[config.mk]
export PLATFORM = sky130hd
export DESIGN_NAME = fetch_unit
export DESIGN_NICKNAME = d
export VERILOG_FILES = /design/src/rtl/fetch_unit.sv
export SDC_FILE = /design/constraint.sdc
export NUM_CORES = 1
export LEC_CHECK = 0
export ABC_CLOCK_PERIOD_IN_PS = 2000
export CORE_UTILIZATION = 45
export DETAILED_ROUTE_END_ITERATION = 12
export MAX_ROUTING_LAYER = met4
export PLACE_DENSITY = 0.78
export SETUP_SLACK_MARGIN = 0.3
export SKIP_LAST_GASP = 1
export SYNTH_ARGS = -nofsm -noshare
export SYNTH_HDL_FRONTEND = slang
export SYNTH_SLANG_ARGS = --single-unit
[constraint.sdc]
create_clock -name clk -period 2 [get_ports clk]
set_clock_uncertainty 0.15 [all_clocks]
set_input_delay 0.3 -clock clk [delete_from_list [all_inputs] [get_ports clk]]
set_output_delay 0.3 -clock clk [all_outputs]
set_load 0.03 [all_outputs]
[src/rtl/fetch_unit.sv]
// IF stage: PC, instruction-memory handshake, IF/ID register and branch/flush redirect.
// Optional flush counter output enabled by defining FETCH_FLUSH_CNT_EN.
module fetch_unit #(
  parameter logic [15:0] RESET_PC  = 16'h0000,
  parameter logic [15:0] NOP_INSTR = 16'h0000
) (
  input  logic        clk,
  input  logic        rst_n,
  output logic        imem_req,
  output logic [15:0] imem_addr,
  input  logic        imem_ready,
  input  logic [15:0] imem_rdata,
  input  logic        stall,
  input  logic        IF_ID_sync_nop,
  input  logic [2:0]  IF_branch_select,
  input  logic [15:0] branch_target,
  input  logic [15:0] branch_return_addr,
  output logic [15:0] ID_instr,
  output logic [15:0] ID_pc_plus1,
  output logic        ID_valid,
  output logic [15:0] pc
`ifdef FETCH_FLUSH_CNT_EN
  ,
  output logic [15:0] flush_cnt
`endif
);

  localparam logic [1:0] S_RST   = 2'd0;
  localparam logic [1:0] S_FETCH = 2'd1;
  localparam logic [1:0] S_HOLD  = 2'd2;
  localparam logic [1:0] S_DRAIN = 2'd3;

  logic [1:0]  state;
  logic [15:0] drain_addr;
  logic [15:0] hold_buf;
  logic [15:0] target;
  logic [15:0] pc_plus1;
  logic        flush;

  // A stalled ID has not resolved its branch yet, so stall masks the flush.
  always_comb begin
    flush    = IF_ID_sync_nop & ~stall;
    pc_plus1 = pc + 16'd1;
    if (IF_branch_select[2] || IF_branch_select[1]) begin
      target = branch_target;
    end else if (IF_branch_select[0]) begin
      target = branch_return_addr;
    end else begin
      target = pc;
    end
    imem_req  = (state == S_FETCH) || (state == S_DRAIN);
    imem_addr = (state == S_DRAIN) ? drain_addr : pc;
  end

  always_ff @(posedge clk or negedge rst_n) begin
    if (!rst_n) begin
      state       <= S_RST;
      pc          <= RESET_PC;
      drain_addr  <= 16'h0000;
      hold_buf    <= 16'h0000;
      ID_instr    <= NOP_INSTR;
      ID_pc_plus1 <= 16'h0000;
      ID_valid    <= 1'b0;
    end else begin
      case (state)
        S_RST: begin
          state <= S_FETCH;
        end
        S_FETCH: begin
          if (flush) begin
            pc       <= target;
            ID_instr <= NOP_INSTR;
            ID_valid <= 1'b0;
            // The wrong-path request is still in flight; wait it out at its address.
            if (!imem_ready) begin
              drain_addr <= pc;
              state      <= S_DRAIN;
            end
          end else if (imem_ready && !stall) begin
            ID_instr    <= imem_rdata;
            ID_pc_plus1 <= pc_plus1;
            ID_valid    <= 1'b1;
            pc          <= pc_plus1;
          end else if (imem_ready && stall) begin
            hold_buf <= imem_rdata;
            state    <= S_HOLD;
          end else if (!stall) begin
            ID_valid <= 1'b0;
          end
        end
        S_HOLD: begin
          if (flush) begin
            pc       <= target;
            ID_instr <= NOP_INSTR;
            ID_valid <= 1'b0;
            state    <= S_FETCH;
          end else if (!stall) begin
            ID_instr    <= hold_buf;
            ID_pc_plus1 <= pc_plus1;
            ID_valid    <= 1'b1;
            pc          <= pc_plus1;
            state       <= S_FETCH;
          end
        end
        S_DRAIN: begin
          if (flush) begin
            pc <= target;
          end
          if (imem_ready) begin
            state <= S_FETCH;
          end
        end
        default: begin
          state <= S_RST;
        end
      endcase
    end
  end

`ifdef FETCH_FLUSH_CNT_EN
  always_ff @(posedge clk or negedge rst_n) begin
    if (!rst_n) begin
      flush_cnt <= 16'h0000;
    end else if (flush && (flush_cnt != 16'hFFFF)) begin
      flush_cnt <= flush_cnt + 16'd1;
    end
  end
`endif

endmodule

==> impl_metrics.ini, run 1 <==
[status]
status = finished with violations
violations = setup timing

[die]
start_util = 0.472
die_w_um = 104
dieArea_um2 = 10800
io_pins = 122
fp-row-count = 36
die_y_um = 104
design.core.area_um2 = 9910

[placed_design]
io_buffers = 121
dp.cells = 719
dp_hpwl_mm = 9.71
routabilityCongestion = 0.932

[yosys]
ys.flop_type = dfrtp_1
syn_inst = 437
synth_edf_count = 0
seq_area_frac_synth = 0.444
synth.cell_area_um2 = 4680
yosys_register_bits = 83
ys_warn_count = 0
syn_avg_cell_area_um2 = 10.7
async_flop_share = 1.00
ys_types = 57
synthesis.nets = 498

[cts]
tritoncts = yes
clk_latency_ns = 0.36
cts.clk_slew.worst_paths_ns = 0.09
clockBufferDepth = 2
cts_root_buffer = clkbuf_8
cts_buffers = 9
clock_sinks = 83
h-tree-depth = 3

[final_layout]
post-route-util = 0.771
n_fill_cell = 584
register_area_um2 = 2090
layout_commonest_cell = dfrtp_1
area_growth_syn_to_layout_pct = 63.2
final_cell_mix = 73 x dfrtp_1, 69 x buf_4, 54 x clkdlybuf4s50_1, 36 x buf_6, 35 x dlygate4sd2_1
drive_above_1_share = 0.432
final-instance-count-excl-fill = 776
nets = 699
antenna_cells = 0
multi_input_area_um2 = 2770

[worst_setup_path]
crit_type = flop to primary output
start_kind = flop
cp.arrival_ns = 1.75
slowest_stage = dfrtp_1
max_stage_delay_ns = 0.43
cp_cell_sequence = ha_4 > buf_12 > buf_16 > inv_6 > buf_6 > buf_6 > nand2_4 > buf_12
worstPathMaxFanout = 5
required_ns = 1.55
endpoint_kind = primary output

[timing]
finalSetupViolCount = 78
slew_viol_final = 0
hold_ws_ns = 0.217
fmax_mhz = 455
fin_crit_sh = 1.10
setup_slack_ns = -0.196
period_needed_ns = 2.20
tightest_slew_ns = 0.569
rsz0062_at_grt = yes
relSlewSlack = 0.618
hold_viol = 0

[power_and_ir_drop]
p_leak_nw = 3.31
p_int_w = 0.00835
switching_share = 0.447
finalPower_w = 0.0151
p_clk_frac = 0.082
max-vdd-ir-drop_mv = 1.26
p_seq_frac = 0.219
power.density_nw_per_um2 = 1970
pwr-share-comb = 0.699
p_switching_w = 0.00674

[grt]
grt_max_degree = 35
antenna_found_initial = 0
grt_util_all_layers = 0.308
grt_pass1_vias = 4747
gr-total-overflow = 0
grt_pass1_wl_mm = 25.5

[route]
first_pass_iters = 6
drtIter0Drc = 488
drtAntennaViolNets = 0
vias_per_cell = 6.24
via_count = 4841
wire_per_inst_um = 23.2
totalWireLength_mm = 18.0
drc = 0

[worst_hold_path]
worstHoldPathType = input port to asynchronous set/reset pin

[job]
maxCapViolCount = 0
[per-layer routing]
layer | vias up | GRT usage | part of all wire
li1 | 2015 | - | -
met5 | - | - | 0
met4 | 0 | 0.127 | 0.056
met2 | 321 | 0.504 | 0.48
met3 | 99 | 0.0464 | 0.077
met1 | 2406 | 0.382 | 0.39
[logic make-up after synthesis]
group	synth area share
AO/OA/AOI/OAI	0.160
AND/OR/NAND/NOR	0.0970
flip-flops	0.444
buffers and inverters	0.0548
XOR/XNOR	0.0243
adder cells (fa/ha/maj)	0.0134
multiplexers	0.207
[critical path, delay by kind of cell (launching register included)]
kind,cells,cell delay [ns]
buffers and inverters,6,0.68
AND/OR/NAND/NOR,1,0.06
adder cells (fa/ha/maj),1,0.21
flip-flops,1,0.43
[area by class of cell]
type / count / share of cell area
multi-input combinational: 305 / 0.362
timing repair buffer: 231 / 0.312
sequential: 83 / 0.273
tap: 133 / 0.0218
clock buffer: 10 / 0.0167
clock inverter: 6 / 0.00851
inverter: 8 / 0.00540
[registers in the layout, summed over array words and instances (netlist names)]
register	flops
ID_instr	16
ID_pc_plus1	16
ID_valid	1
drain_addr	16
hold_buf	16
pc	16
state	2
[cells in the mapped netlist, types with 2 or more instances]
cell	count	area (um2)
xnor2_1	13	114
ha_1	5	62.6
nor2b_1	2	12.5
nand4_1	3	18.8
buf_4	3	22.5
buf_6	2	22.5
buf_2	24	120
and4_1	3	26.3
a31oi_1	2	12.5
nor2_1	10	37.5
a2bb2oi_1	3	26.3
o22ai_1	2	12.5
a211oi_1	3	22.5
o221ai_1	2	17.5
dfrtp_1	83	2080
or3_1	3	18.8
and2_1	2	12.5
o31ai_1	17	128
nor3_1	9	45.0
mux2_4	2	30.0
nand2_1	30	113
a22oi_1	5	37.5
o21ai_0	32	160
mux2i_1	34	340
o32a_1	3	30.0
clkbuf_1	10	37.5
mux2_2	53	597
a21oi_1	25	125
nand3_1	11	55.1
inv_1	8	30.0
o2bb2ai_1	6	52.6
o2111ai_1	2	17.5
[per-stage QoR]
step           setup slack, ns  area, um2  setup TNS (ns)
2_1_floorplan           -0.144       4800          -0.526
3_3_place_gp            -0.205       6510           -6.23
3_5_place_dp            -0.213       6510           -7.47
4_1_cts                 -0.147       7370           -5.34
5_1_grt                 -0.243       7640          -13.02
6_report                -0.196       7640           -8.96
[path summary, 6_finish.rpt]
path                                     startpoint                  endpoint  slack, ns  cells past startpoint
min                                           rst_n   hold_buf[3]$_DFFE_PN0P_       0.22                      2
min reg2reg                ID_instr[11]$_DFFE_PN0P_  ID_instr[11]$_DFFE_PN0P_       0.33                      2
max reg2reg                    state[1]$_DFFE_PN0P_         pc[0]$_DFFE_PN0P_      -0.17                     10
max                            state[1]$_DFFE_PN0P_                  imem_req      -0.20                      8
min in group clk           ID_instr[11]$_DFFE_PN0P_  ID_instr[11]$_DFFE_PN0P_       0.33                      2
max in group asynchronous                     rst_n  hold_buf[11]$_DFFE_PN0P_       0.93                      3
[power groups by stage]
stage               sequential (W)  clock (W)  combinational (W)
floorplan                  0.00392          0            0.00412
global placement           0.00322          0            0.00756
detailed placement         0.00326          0            0.00775
CTS                        0.00323    0.00123            0.00945
global route               0.00339    0.00130             0.0109
finish                     0.00331    0.00123             0.0105
[repair_timing]
item,4_1_cts,5_1_grt
gates cloned,8,1
gates resized for setup,230,61
endpoints found under the hold margin,65,0
pin swaps,10,10
hold buffers,1,0
buffers inserted,22,9
endpoints found under the setup margin,134,106
(Power assumes the default switching activity.)
==> inputs of run 2 (changes only) <==
--- a/config.mk
+++ b/config.mk
@@ -12,6 +12,7 @@
 export PLACE_DENSITY = 0.78
 export SETUP_SLACK_MARGIN = 0.3
 export SKIP_LAST_GASP = 1
+export SLEW_MARGIN = 25
 export SYNTH_ARGS = -nofsm -noshare
 export SYNTH_HDL_FRONTEND = slang
 export SYNTH_SLANG_ARGS = --single-unit
==> results of run 2 <==
The final DEF is identical to that of run 1; final timing and power are the same.
